File: src/rtl/fifo_pkg.sv
// Shared constants and width helpers for the byte FIFO and its bench.
package fifo_pkg;

  localparam int DEFAULT_WIDTH = 8;
  localparam int DEFAULT_DEPTH = 4;

  // Pointers need at least one bit even for the smallest legal depth.
  function automatic int ptr_bits(input int depth);
    return (depth > 2) ? $clog2(depth) : 1;
  endfunction

  function automatic int count_bits(input int depth);
    return $clog2(depth + 1);
  endfunction

endpackage

File: src/rtl/fifo_mem.sv
// DEPTH x WIDTH register array: one synchronous write port, one combinational read port.
module fifo_mem #(
  parameter int WIDTH = 8,
  parameter int DEPTH = 4,
  parameter int AW    = 2
) (
  input  logic             clk,
  input  logic             we,
  input  logic [AW-1:0]    waddr,
  input  logic [WIDTH-1:0] wdata,
  input  logic [AW-1:0]    raddr,
  output logic [WIDTH-1:0] rdata
);

  logic [WIDTH-1:0] r_mem [DEPTH];

  always_ff @(posedge clk) begin
    if (we) begin
      r_mem[waddr] <= wdata;
    end
  end

  assign rdata = r_mem[raddr];

endmodule

File: src/rtl/byte_fifo.sv
// Show-ahead synchronous FIFO with sticky overflow flag; pointers wrap for any depth.
module byte_fifo
  import fifo_pkg::*;
#(
  parameter int WIDTH = DEFAULT_WIDTH,
  parameter int DEPTH = DEFAULT_DEPTH
) (
  input  logic                           clk,
  input  logic                           reset,
  input  logic [WIDTH-1:0]               d,
  input  logic                           in_valid,
  output logic                           in_ready,
  output logic [WIDTH-1:0]               q,
  output logic                           out_valid,
  input  logic                           out_ready,
  output logic [count_bits(DEPTH)-1:0]   count,
  output logic                           full,
  output logic                           empty,
  output logic                           ovf
);

  localparam int PW = ptr_bits(DEPTH);
  localparam int CW = count_bits(DEPTH);

  logic [PW-1:0]    r_wptr;
  logic [PW-1:0]    r_rptr;
  logic [CW-1:0]    r_count;
  logic             r_ovf;
  logic             w_push;
  logic             w_pop;
  logic [WIDTH-1:0] w_rdata;

  function automatic logic [PW-1:0] next_ptr(input logic [PW-1:0] p);
    return (p == PW'(DEPTH - 1)) ? '0 : p + PW'(1);
  endfunction

  assign full      = (r_count == CW'(DEPTH));
  assign empty     = (r_count == '0);
  assign in_ready  = !full;
  assign out_valid = !empty;
  assign count     = r_count;
  assign ovf       = r_ovf;
  assign w_push    = in_valid && in_ready;
  assign w_pop     = out_valid && out_ready;
  // Stale storage stays hidden whenever the queue is empty, including right after reset.
  assign q         = empty ? '0 : w_rdata;

  always_ff @(posedge clk or posedge reset) begin
    if (reset) begin
      r_wptr  <= '0;
      r_rptr  <= '0;
      r_count <= '0;
      r_ovf   <= 1'b0;
    end else begin
      if (w_push) begin
        r_wptr <= next_ptr(r_wptr);
      end
      if (w_pop) begin
        r_rptr <= next_ptr(r_rptr);
      end
      case ({w_push, w_pop})
        2'b10:   r_count <= r_count + CW'(1);
        2'b01:   r_count <= r_count - CW'(1);
        default: r_count <= r_count;
      endcase
      if (in_valid && full) begin
        r_ovf <= 1'b1;
      end
    end
  end

  fifo_mem #(
    .WIDTH(WIDTH),
    .DEPTH(DEPTH),
    .AW   (PW)
  ) u_mem (
    .clk  (clk),
    .we   (w_push),
    .waddr(r_wptr),
    .wdata(d),
    .raddr(r_rptr),
    .rdata(w_rdata)
  );

endmodule

File: config.mk
export PLATFORM = sky130hd
export DESIGN_NAME = byte_fifo
export DESIGN_NICKNAME = d
export VERILOG_FILES = /design/src/rtl/fifo_pkg.sv /design/src/rtl/fifo_mem.sv /design/src/rtl/byte_fifo.sv
export SDC_FILE = /design/constraint.sdc
export NUM_CORES = 1
export LEC_CHECK = 0
export CORE_UTILIZATION = 45
export CTS_BUF_LIST = sky130_fd_sc_hd__clkbuf_16
export DETAILED_ROUTE_END_ITERATION = 10
export PLACE_DENSITY_LB_ADDON = 0.2
export SETUP_SLACK_MARGIN = 0.02
export SLEW_MARGIN = 20
export SYNTH_ARGS = -nofsm -noshare
export SYNTH_HDL_FRONTEND = slang
export SYNTH_SLANG_ARGS = --single-unit
File: constraint.sdc
create_clock -name clk -period 1.9 [get_ports clk]
set_input_delay 0.19 -clock clk [delete_from_list [all_inputs] [get_ports clk]]
set_output_delay 0.19 -clock clk [all_outputs]
set_load 0.05 [all_outputs]
# == After elaboration in Yosys (flattened, before gate mapping) ==
# Memory sizes are Yosys's and may differ from the RTL's.
# Cells that the tools add are included.
# classes
addsub,4
eq_ne,5
reduce_logical,7
mux,6
# ops
op,count
$mux 8,1
$eq 2x2->1 const B,3
$pmux 3 s2,1
$add 2x1->2 const B,2
$mux 2,2
$add 3x1->3 const B,1
$eq 3x3->1 const B,1
$logic_and 1x1->1,3
$logic_not 3->1,1
$sub 3x1->3 const B,1
$eq 2x1->1 const B,1
$logic_not 1->1,2
$mux 1,2
$reduce_bool 2->1,1
# totals
mem_count,1
elab_cells,27
ramBits,32
register_bits,8
# memory_table
name,words,word_bits,rd,rd_ports_with_merged_regs,wr,line,text
u_mem.r_mem,4,8,1,0,1,fifo_mem.sv:15,logic [WIDTH-1:0] r_mem [DEPTH];

# == Longest topological paths before layout ==
# logic_depth
word_depth,5
depth_mapped,11

# == Cells and area by module ==
# Synthesis repeated with hierarchy kept, for this count alone.
# unflattened
cells_unflattened,90
area_unflattened_um2,1664.1
# by_module_without_submodules
module,seq_area_each_um2,n_inst,area_each_um2,cells_per_inst
fifo_mem,960.9,1,1188.6,46
byte_fifo,200.2,1,475.5,44

# == Worst setup path before layout ==
# Ideal clock, no wire load.
# synth_path
path_kind,flip-flop to flip-flop
start,reg r_count[2] (netlist: count[2])
end,reg r_count[2] (netlist: count[2])
path_stages_with_launch,11
t_required_ns,1.818
setup_time_ns,0.082
t_arrival_ns,2.898
setup_slack_ns,-1.080
synth_period_minus_slack_ns,2.980
cell_sequence,dfrtp_1 > nand3_1 > inv_1 > nor2b_2 > inv_1 > ha_1 > inv_1 > fa_1 > xor2_1 > nor2_1 > xor2_1
# synth_between
elab_chain_len,5
elab_cells_between_ends,12
classes_between,2 x add/sub; 3 x eq/ne; 1 x mux; 6 x reduce/logical
# synth_lines
element,line,text
"start, declared",byte_fifo.sv:27,logic [CW-1:0] r_count;
"start signal, assigned",byte_fifo.sv:62,2'b10: r_count <= r_count + CW'(1);
"start signal, assigned",byte_fifo.sv:63,2'b01: r_count <= r_count - CW'(1);
"start signal, assigned",byte_fifo.sv:64,default: r_count <= r_count;
$eq 3x3->1 (*),byte_fifo.sv:37,assign full = (r_count == CW'(DEPTH));
$logic_not 1->1 (*),byte_fifo.sv:39,assign in_ready = !full;
named net in_ready,byte_fifo.sv:12,"output logic in_ready,"
$logic_and 1x1->1 (*),byte_fifo.sv:43,assign w_push = in_valid && in_ready;
$eq 2x1->1 or $eq 2x2->1 (tied branches),byte_fifo.sv:61,"case ({w_push, w_pop})"
$pmux 3 s2 or $reduce_bool 2->1 (tied branches),n/a,
# The timed path passes the listed nets; every way through them passes the cells marked *.
# A chain may end at the register's enable or synchronous reset.

# == Worst setup path after layout ==
# layout_path
start,reg r_count[0] (netlist: count[0])
end,reg r_count[2] (netlist: count[2])
# layout_between
elab_chain_len,5
elab_cells_between_ends,12
classes_between,2 x add/sub; 3 x eq/ne; 1 x mux; 6 x reduce/logical
# layout_lines
element,line,text
$logic_not 3->1 (*),byte_fifo.sv:38,assign empty = (r_count == '0);
$logic_not 1->1 (*),byte_fifo.sv:40,assign out_valid = !empty;
$logic_and 1x1->1 (*),byte_fifo.sv:44,assign w_pop = out_valid && out_ready;
named net w_pop,byte_fifo.sv:30,logic w_pop;
$eq 2x1->1 or $eq 2x2->1 (tied branches),byte_fifo.sv:61,
$pmux 3 s2 or $reduce_bool 2->1 (tied branches),n/a,
# Marks and branches as above.

==> out/metrics.csv <==
metric,value,unit
status,"finished, violations left",
violated checks,negative setup slack,
fin. max-slew vios,0,
residual DRC count,0,
top-count cell post-synth,edfxtp_1,
Routed Antenna Nets,0,
Layout Nets,153,
maximum buffer depth of the clock tree,2,
CP required,2.07,ns
Mapped Cells,95,
Tmin final,1.921,ns
final worst-path cycle share,101.1,%
top_reg_cell synth,edfxtp_1,
worst-path cell with the longest stage delay,dfrtp_2,
Layout area overhead,41.21,%
CTS tree,done,
crit-path max FO,4,
die area,0.004014,mm^2
via count,899,
WS Path Type,reg -> reg,
adder-cell share of the synthesized area,5.613,%
GRT Overall Usage,17.28,%
largest net degree at the start of global routing,14,
final core occ,68.98,%
DRT iter0 DRCs,19,
Post-synth EDFFs,32,
Final Hold Viols,0,
Worst path max stage delay,0.44,ns
Core Area,0.003468,mm^2
RR Endpoint,count[2],
Ports,28,
Rows,21,
type of origin of the critical path,register,
max_slew headroom,66.18,%
design area,0.002392,mm^2
Congestion Overflow GR,0,
HP Class,in -> async,
r2r worst-path depth,8,
die width,63.36,um
Synth Area in Compound Gates,0.4431,%
clock-pin slew on the worst setup and hold paths,0.06,ns
die span in y,63.36,um
antenna violations before repair,0,
post-place instance area,0.002079,mm^2
sequential share of the synthesized area,68.54,%
crit path DAT,2.09,ns
Clock Sinks,40,
Yosys reg bits,40,
clk root buf,clkbuf_16,
r2r startpoint,count[0],
Final HPWL DP,1.980,mm
CP top delay family,simple AND/OR/NAND/NOR gates,
Final Skew,0.004143,ns
Worst R2R Setup Slack,-0.02,ns
clock latency on the worst-skew pair,0.28,ns
final WL,3.000,mm
RSZ-0062 raised after global routing,true,
1st-pass router iterations,4,
RePlAce Congestion,0.7357,
# port buffers,27,
CTS Buf Count,5,
xor and xnor fraction of the mapped netlist area,1.551,%
Mapped Area,0.001694,mm^2
simple-gate area share of the yosys netlist,6.795,%
Post-CTS Hold Buffers,0,
post-synth net total,114,
setup violators final,1,
crit-path cells,"or3_4, and2_4, ha_4, inv_2, fa_2, xor2_1, nor2_2, xor2_1",
maxcap violations,0,
Initial Util,48.85,%
critical path's most frequent cell,xor2_1,
final worst slack,-0.02091,ns
share of Yosys cell area claimed by the top area cell type,56.72,%
WP buf/inv,1,
Max Freq,520.6,MHz
"top cells by area, synth","edfxtp_1 57%, dfrtp_1 12%, mux4_2 11%",
Synth Area per Inst,17.83,um^2
Worst-Margin Slew,0.5057,ns
Commonest cells post-synth,"32 x edfxtp_1, 12 x and2_1, 9 x inv_1",
mux share of post-synthesis cell area,14.33,%
Via density,4.967,
Post-synth ARST share,20.00,%
htree depth,2,
Netlist cell types,20,
vias in the first global route,937,
"area leader, netlist",edfxtp_1,
YS warnings,0,
per-cell routed wire length,16.57,um
largest family of logic cells by synthesized area,multiplexers,
share of layout cells above drive strength 1,46.67,%
global-route wire length before repair,4.781,mm
crit end category,register,
antenna cells,0,
worst max-delay path by stage:
stage	from	to	slack, ns	cells after the start
floorplan	count[0]	count[2]	-0.39	11
global placement	count[0]	count[2]	0.07	8
detailed placement	count[0]	count[2]	-0.001	8
CTS	count[0]	count[2]	0.02	8
global route	count[0]	count[2]	-0.09	11
finish	count[0]	count[2]	-0.02	8
kinds of logic after synthesis:
group	Yosys count
flops	40
simple gates	19
fa+ha+maj	7
buf+inv	12
mux	13
xor+xnor	3
compound gates	1
layout make-up:
| type | count | area [um^2] |
|---|---|---|
| Timing Repair Buffer | 35 | 370.4 |
| Clock buffer | 5 | 125.1 |
| Fill cell | 237 | 1076 |
| Clock inverter | 3 | 90.09 |
| Multi-Input combinational cell | 43 | 541.8 |
| Inverter | 9 | 42.54 |
| Tap cell | 46 | 57.56 |
| Sequential cell | 40 | 1165 |
metrics by stage:
step | hold WS [ns] | TNS [ns] | setup slack (ns) | std cells
after detailed placement | 0.4570 | -0.001478 | -0.001478 | 169
after floorplan | 0.005455 | -2.561 | -0.3857 | 95
final | 0.1681 | -0.02091 | -0.02091 | 181
after CTS | 0.1602 | 0 | 0.01598 | 179
after global placement | 0.4399 | 0 | 0.07417 | 169
after global routing | 0.2051 | -0.1101 | -0.08639 | 181
flip-flops by register name, summed over array words and instances (netlist names):
name         count
u_mem.r_mem     32
count            3
r_rptr           2
r_wptr           2
ovf              1
routing by layer:
metal / wire [um] / share of wire, % / up-vias / global-route usage, %
li1: - / - / 420 / -
met1: 1094 / 36 / 457 / 18.08
met2: 1725 / 57 / 18 / 29.39
met3: 140 / 4.7 / 4 / 7.609
met4: 39 / 1.3 / 0 / 8.239
met5: 0 / 0 / - / 0
layout by cell type, fill, tap and decap left out, drive strengths merged:
cell type       n
nor2b           1
mux2i           1
xor2            2
ha              6
dfrtp           8
edfxtp         32
buf            20
nand3           1
mux4            8
mux2            4
clkdlybuf4s50  15
a21o            1
fa              1
xnor2           1
clkbuf          5
bufinv          3
or3             1
clkinvlp        1
and2           13
nor2            3
inv             8
timing repair:
item,CTS,global route
resized for setup,2,18
gates cloned,0,0
pin swaps,1,6
endpoints found under the setup margin,2,9
endpoints found under the hold margin,0,0
setup buffers,2,2
Power is left out: the tool's default activity adds up to more than one toggle a clock period on the data nets, which glitch-free logic cannot reach.
